File: config.mk
export PLATFORM = sky130hd
export DESIGN_NAME = fp_argext
export DESIGN_NICKNAME = d
export VERILOG_FILES = /design/src/rtl/fp_argext.sv
export SDC_FILE = /design/constraint.sdc
export NUM_CORES = 1
export LEC_CHECK = 0
export CORE_MARGIN = 8
export CORE_UTILIZATION = 40
export DETAILED_ROUTE_END_ITERATION = 10
export DONT_BUFFER_PORTS = 1
export GPL_TIMING_DRIVEN = 0
export PLACE_DENSITY = 0.6
export SKIP_CTS_REPAIR_TIMING = 1
export SYNTH_ARGS = -nofsm -noshare
export SYNTH_HDL_FRONTEND = slang
export SYNTH_SLANG_ARGS = --single-unit
File: constraint.sdc
create_clock -name clk -period 2.43 [get_ports clk]
set_clock_uncertainty 0.05 [all_clocks]
set_input_delay 0.3645 -clock clk [delete_from_list [all_inputs] [get_ports clk]]
set_output_delay 0.3645 -clock clk [all_outputs]
set_load 0.1 [all_outputs]
File: src/rtl/fp_argext.sv
// fp_argext: sequential arg-extremum finder over a stream of sign-magnitude
// fixed-point samples (Q15 by default; the comparison does not depend on Q).
//
// Ports:
//   clk, rst            rising-edge clock, synchronous active-high reset
//   start               one-cycle pulse, begins a search and latches len/mode
//   mode                0 = maximum, 1 = minimum
//   len                 samples in the search, 0..MAXLEN (larger is clamped)
//   in_valid, in_data   sample stream, one sample per cycle with in_valid=1
//   busy                high while samples are being accepted
//   done                one-cycle pulse when the result is final
//   empty               result comes from a len=0 search
//   best_val, best_idx  extreme sample and its zero-based index
//
// Optional feature macro: FP_ARGEXT_ABS_EN adds input abs_sel (latched at
// start); with abs_sel=1 samples are ranked by magnitude only.
module fp_argext #(
    parameter int unsigned N      = 32,
    parameter int unsigned MAXLEN = 64,
    parameter int unsigned IW     = 6
) (
    input  logic          clk,
    input  logic          rst,
    input  logic          start,
`ifdef FP_ARGEXT_ABS_EN
    input  logic          abs_sel,
`endif
    input  logic          mode,
    input  logic [IW:0]   len,
    input  logic          in_valid,
    input  logic [N-1:0]  in_data,
    output logic          busy,
    output logic          done,
    output logic          empty,
    output logic [N-1:0]  best_val,
    output logic [IW-1:0] best_idx
);

    typedef enum logic [1:0] {IDLE, RUN, FIN} state_t;

    state_t        state, state_d;
    logic [IW:0]   count, count_d;
    logic [IW:0]   len_q, len_d;
    logic          mode_q, mode_d;
    logic          abs_q, abs_d;
    logic          abs_start_c;
    logic          busy_d, done_d, empty_d;
    logic [N-1:0]  val_d;
    logic [IW-1:0] idx_d;
    logic [IW:0]   len_clamp_c;
    logic          better_c;

`ifdef FP_ARGEXT_ABS_EN
    assign abs_start_c = abs_sel;
`else
    assign abs_start_c = 1'b0;
`endif

    assign len_clamp_c = (len > (IW+1)'(MAXLEN)) ? (IW+1)'(MAXLEN) : len;

    // Sign-magnitude a > b; a zero magnitude counts as positive so -0 == +0.
    function automatic logic gt(input logic [N-1:0] a, input logic [N-1:0] b,
                                input logic ign_sign);
        logic          sa, sb;
        logic [N-2:0]  ma, mb;
        ma = a[N-2:0];
        mb = b[N-2:0];
        sa = a[N-1] & ~ign_sign & (ma != '0);
        sb = b[N-1] & ~ign_sign & (mb != '0);
        if (sa != sb) return sb;
        else if (!sa) return ma > mb;
        else          return ma < mb;
    endfunction

    assign better_c = mode_q ? gt(best_val, in_data, abs_q)
                             : gt(in_data, best_val, abs_q);

    // Next-state and next-output logic.
    always_comb begin
        state_d = state;
        count_d = count;
        len_d   = len_q;
        mode_d  = mode_q;
        abs_d   = abs_q;
        val_d   = best_val;
        idx_d   = best_idx;
        empty_d = empty;
        if (start) begin
            count_d = '0;
            len_d   = len_clamp_c;
            mode_d  = mode;
            abs_d   = abs_start_c;
            val_d   = '0;
            idx_d   = '0;
            if (len_clamp_c == '0) begin
                state_d = FIN;
                empty_d = 1'b1;
            end else begin
                state_d = RUN;
                empty_d = 1'b0;
            end
        end else begin
            case (state)
                RUN: begin
                    if (in_valid) begin
                        // Index 0 always loads; later samples only on strict win.
                        if (count == '0 || better_c) begin
                            val_d = in_data;
                            idx_d = count[IW-1:0];
                        end
                        count_d = count + (IW+1)'(1);
                        if (count == len_q - (IW+1)'(1)) state_d = FIN;
                    end
                end
                FIN:     state_d = IDLE;
                default: state_d = IDLE;
            endcase
        end
        busy_d = (state_d == RUN);
        done_d = (state_d == FIN);
    end

    // State and output registers.
    always_ff @(posedge clk) begin
        if (rst) begin
            state    <= IDLE;
            count    <= '0;
            len_q    <= '0;
            mode_q   <= 1'b0;
            abs_q    <= 1'b0;
            busy     <= 1'b0;
            done     <= 1'b0;
            empty    <= 1'b0;
            best_val <= '0;
            best_idx <= '0;
        end else begin
            state    <= state_d;
            count    <= count_d;
            len_q    <= len_d;
            mode_q   <= mode_d;
            abs_q    <= abs_d;
            busy     <= busy_d;
            done     <= done_d;
            empty    <= empty_d;
            best_val <= val_d;
            best_idx <= idx_d;
        end
    end

endmodule

==> run_results.csv <==
group,metric,value,unit
worst_setup_path,critPathKind,"reg -> reg",
routing,route.detailed.drc,0,
worst_setup_path,arrival,2870,ps
floorplanning,die-area,11920,µm²
clock_network,cts-root-buf,"clkbuf_8",
synthesis,synth-edff-count,0,
floorplanning,die-height,109.2,µm
synthesis,synth_most_common_cell,"nand2_1",
synthesis,async_reset_ff_frac,0,
routing,routedWlPerCell,17.50,µm
timing,fin_crit_sh,1.096,
timing,fin_ws,-234.3,ps
placement,dp_hpwl,7531,µm
grt,grt_use_total,0.1623,
synthesis,syn_area,3473,µm²
outcome,status,"finished with violations",
synthesis,synthMuxAreaShare,0.1153,
synthesis,synth_top_area_cell,"dfxtp_1",
worst_setup_path,cp-start-kind,"flip-flop",
finish,area_growth,19.13,%
synthesis,netlist_top_cells_area,"dfxtp_1 33%, ha_1 12%, mux2i_1 12%",
synthesis,yosysWarnings,0,
min_path,worstHoldPathCells,1,
floorplanning,rows,34,
synthesis,ys_types,40,
timing,setup_violations,38,
timing,tns,-7409,ps
floorplanning,ioPinCount,85,
timing,period_minus_slack,2664,ps
worst_setup_path,cp_max_fo,10,
synthesis,synthAdderAreaFrac,0.1225,
clock_network,clkSlewWorstSetupHoldPaths,70,ps
synthesis,synth-compound-area-share,0.07853,
synthesis,synth.avg_cell_area,8.231,µm²
grt,grt.overflow.total,0,
clock_network,tritoncts,"yes",
finish,fin_area,4138,µm²
min_path,hp-class,"in -> reg",
synthesis,ys_seq_elements,58,
synthesis,yosysSeqAreaShare,0.3343,
timing,finalHoldViolations,0,
synthesis,synth-main-ff-cell,"dfxtp_1",
synthesis,synth_top_area_share,0.3343,
outcome,violations,"setup timing",
placement,io_buffers,0,
job,cap_viol_max_count,0,
routing,vias,2943,
clock_network,cts_buffer_depth,2,
routing,via_per_inst,5.361,
clock_network,cts_made_buffers,9,
finish,diodes,0,
timing,drv_slew,0,
routing,drt_first_pass_iters,4,
grt,grt_pass1_vias,2873,
grt,antenna_found_initial,0,
routing,ant_nets,0,
floorplanning,core_area,8551,µm²
power,pwr_density_cell,513.6,nW/µm²
timing,tightestPinTransition,1033,ps
clock_network,clk_latency,340,ps
synthesis,synth_commonest_cells,"95 x nand2_1, 58 x dfxtp_1, 40 x mux2i_1, 35 x inv_1, 34 x ha_1",
synthesis,yosys.area_share.simple,0.2385,
grt,grt_pass1_wl,14960,µm
routing,drtIter0Drc,91,
power,power,2125,µW
synthesis,synth_top_family_by_area,"simple AND/OR/NAND/NOR gates",
floorplanning,start_util,0.4062,
worst_setup_path,critical_path_required,2640,ps
power,p_leak,0.001413,µW
placement,place_ws,-378.8,ps
worst_setup_path,reg2reg_depth,11,
floorplanning,die_w,109.2,µm
placement,place.gp.congestion,0.8551,
timing,fmax,0.3753,GHz
grt,grt_max_degree,12,
timing,slew_headroom,0.3102,
finish,drive_gt1_frac,0.2222,
synthesis,synth_xor_area_frac,0.04287,
clock_network,cts_max_level,3,
synthesis,synthCells,422,
power,max-vdd-ir-drop,0.0003067,V
timing,whs,29.63,ps
clock_network,clkSinkCount,58,
routing,drt-total-wl,9610,µm
placement,post_dp_cell_area,3851,µm²
timing,rsz0062_at_grt,"yes",
finish,nNetsFinal,514,
worst_setup_path,endpoint_kind,"flip-flop",
synthesis,syn-num-nets,500,
[critical path: stages (launching register included)]
cell,delay [ps]
dfxtp_4,560
inv_2,60
ha_1,300
a21oi_2,120
o21ai_1,80
a221oi_2,280
o21ai_1,140
o221a_1,260
a211oi_2,220
buf_6,180
buf_12,140
mux2i_1,200
[logic make-up after synthesis]
| group | after synthesis |
|---|---|
| AO/OA/AOI/OAI | 44 |
| adder cells (fa/ha/maj) | 34 |
| multiplexers | 40 |
| buffers and inverters | 54 |
| flip-flops | 58 |
| AND/OR/NAND/NOR | 175 |
| XOR/XNOR | 17 |
[per-layer routing]
| layer | vias to the layer above | wire length, µm | global-route usage | share of wire |
|---|---|---|---|---|
| li1 | 1482 | - | - | - |
| met1 | 1367 | 4222 | 0.2020 | 0.44 |
| met2 | 85 | 4223 | 0.2470 | 0.44 |
| met3 | 9 | 1047 | 0.06915 | 0.11 |
| met4 | 0 | 116 | 0.05400 | 0.012 |
| met5 | - | 0 | 0 | 0 |
[state kept, by name, indices dropped and copies added (netlist names)]
| name | count |
|---|---|
| best_val | 32 |
| count | 7 |
| len_q | 7 |
| best_idx | 6 |
| state | 2 |
| busy | 1 |
| done | 1 |
| empty | 1 |
| mode_q | 1 |
[where the power goes]
part           switching, µW  internal, µW
clock                    429           367
combinational            148           135
sequential               105           942
[path summary, 6_finish.rpt]
path                             startpoint                   endpoint  slack [ps]
setup / recovery  best_val[24]$_SDFFE_PP0P_  best_val[25]$_SDFFE_PP0P_        -230
hold / removal                          rst      len_q[1]$_SDFFE_PP0P_          30
setup reg to reg  best_val[24]$_SDFFE_PP0P_  best_val[25]$_SDFFE_PP0P_        -230
hold reg to reg       len_q[5]$_SDFFE_PP0P_      len_q[5]$_SDFFE_PP0P_         450
[metrics by stage]
stage | std cells | utilization
after CTS | 546 | 0.4699
final | 549 | 0.4839
after floorplan | 422 | -
after detailed placement | 530 | 0.4504
after global placement | 530 | 0.4504
after global routing | 549 | 0.4839
[placed cells by master (no fill, tap or decap), types with 2 or more instances in the layout]
cell / count
a211oi_2: 2
o22ai_1: 4
nor3_1: 5
nor4_1: 15
a21oi_1: 14
dfxtp_4: 31
dfxtp_1: 27
nand4_1: 9
nor2b_1: 3
xnor2_1: 9
buf_12: 2
a21oi_2: 3
o21ai_1: 7
nand3b_1: 6
inv_2: 16
clkbuf_1: 14
or2_2: 2
ha_4: 13
clkinv_2: 3
inv_4: 3
nand2_1: 95
buf_4: 3
o21ai_0: 5
mux2i_1: 40
buf_6: 2
a21o_1: 2
xor2_1: 8
ha_1: 21
inv_1: 19
and4_1: 4
nor3b_1: 2
clkbuf_8: 9
a221oi_2: 3
nor2_1: 15
nand3_1: 8
nand2b_1: 4
[cell type report]
cell class | count | area, µm²
Tap cell | 108 | 135.1
Buffer | 18 | 107.6
Clock inverter | 7 | 42.54
Fill cell | 814 | 4413
Multi-Input combinational cell | 310 | 2286
Sequential cell | 58 | 1277
Inverter | 35 | 131.4
Timing Repair Buffer | 4 | 33.78
Clock buffer | 9 | 123.9
Note: power is estimated with default switching activity, not from simulation.
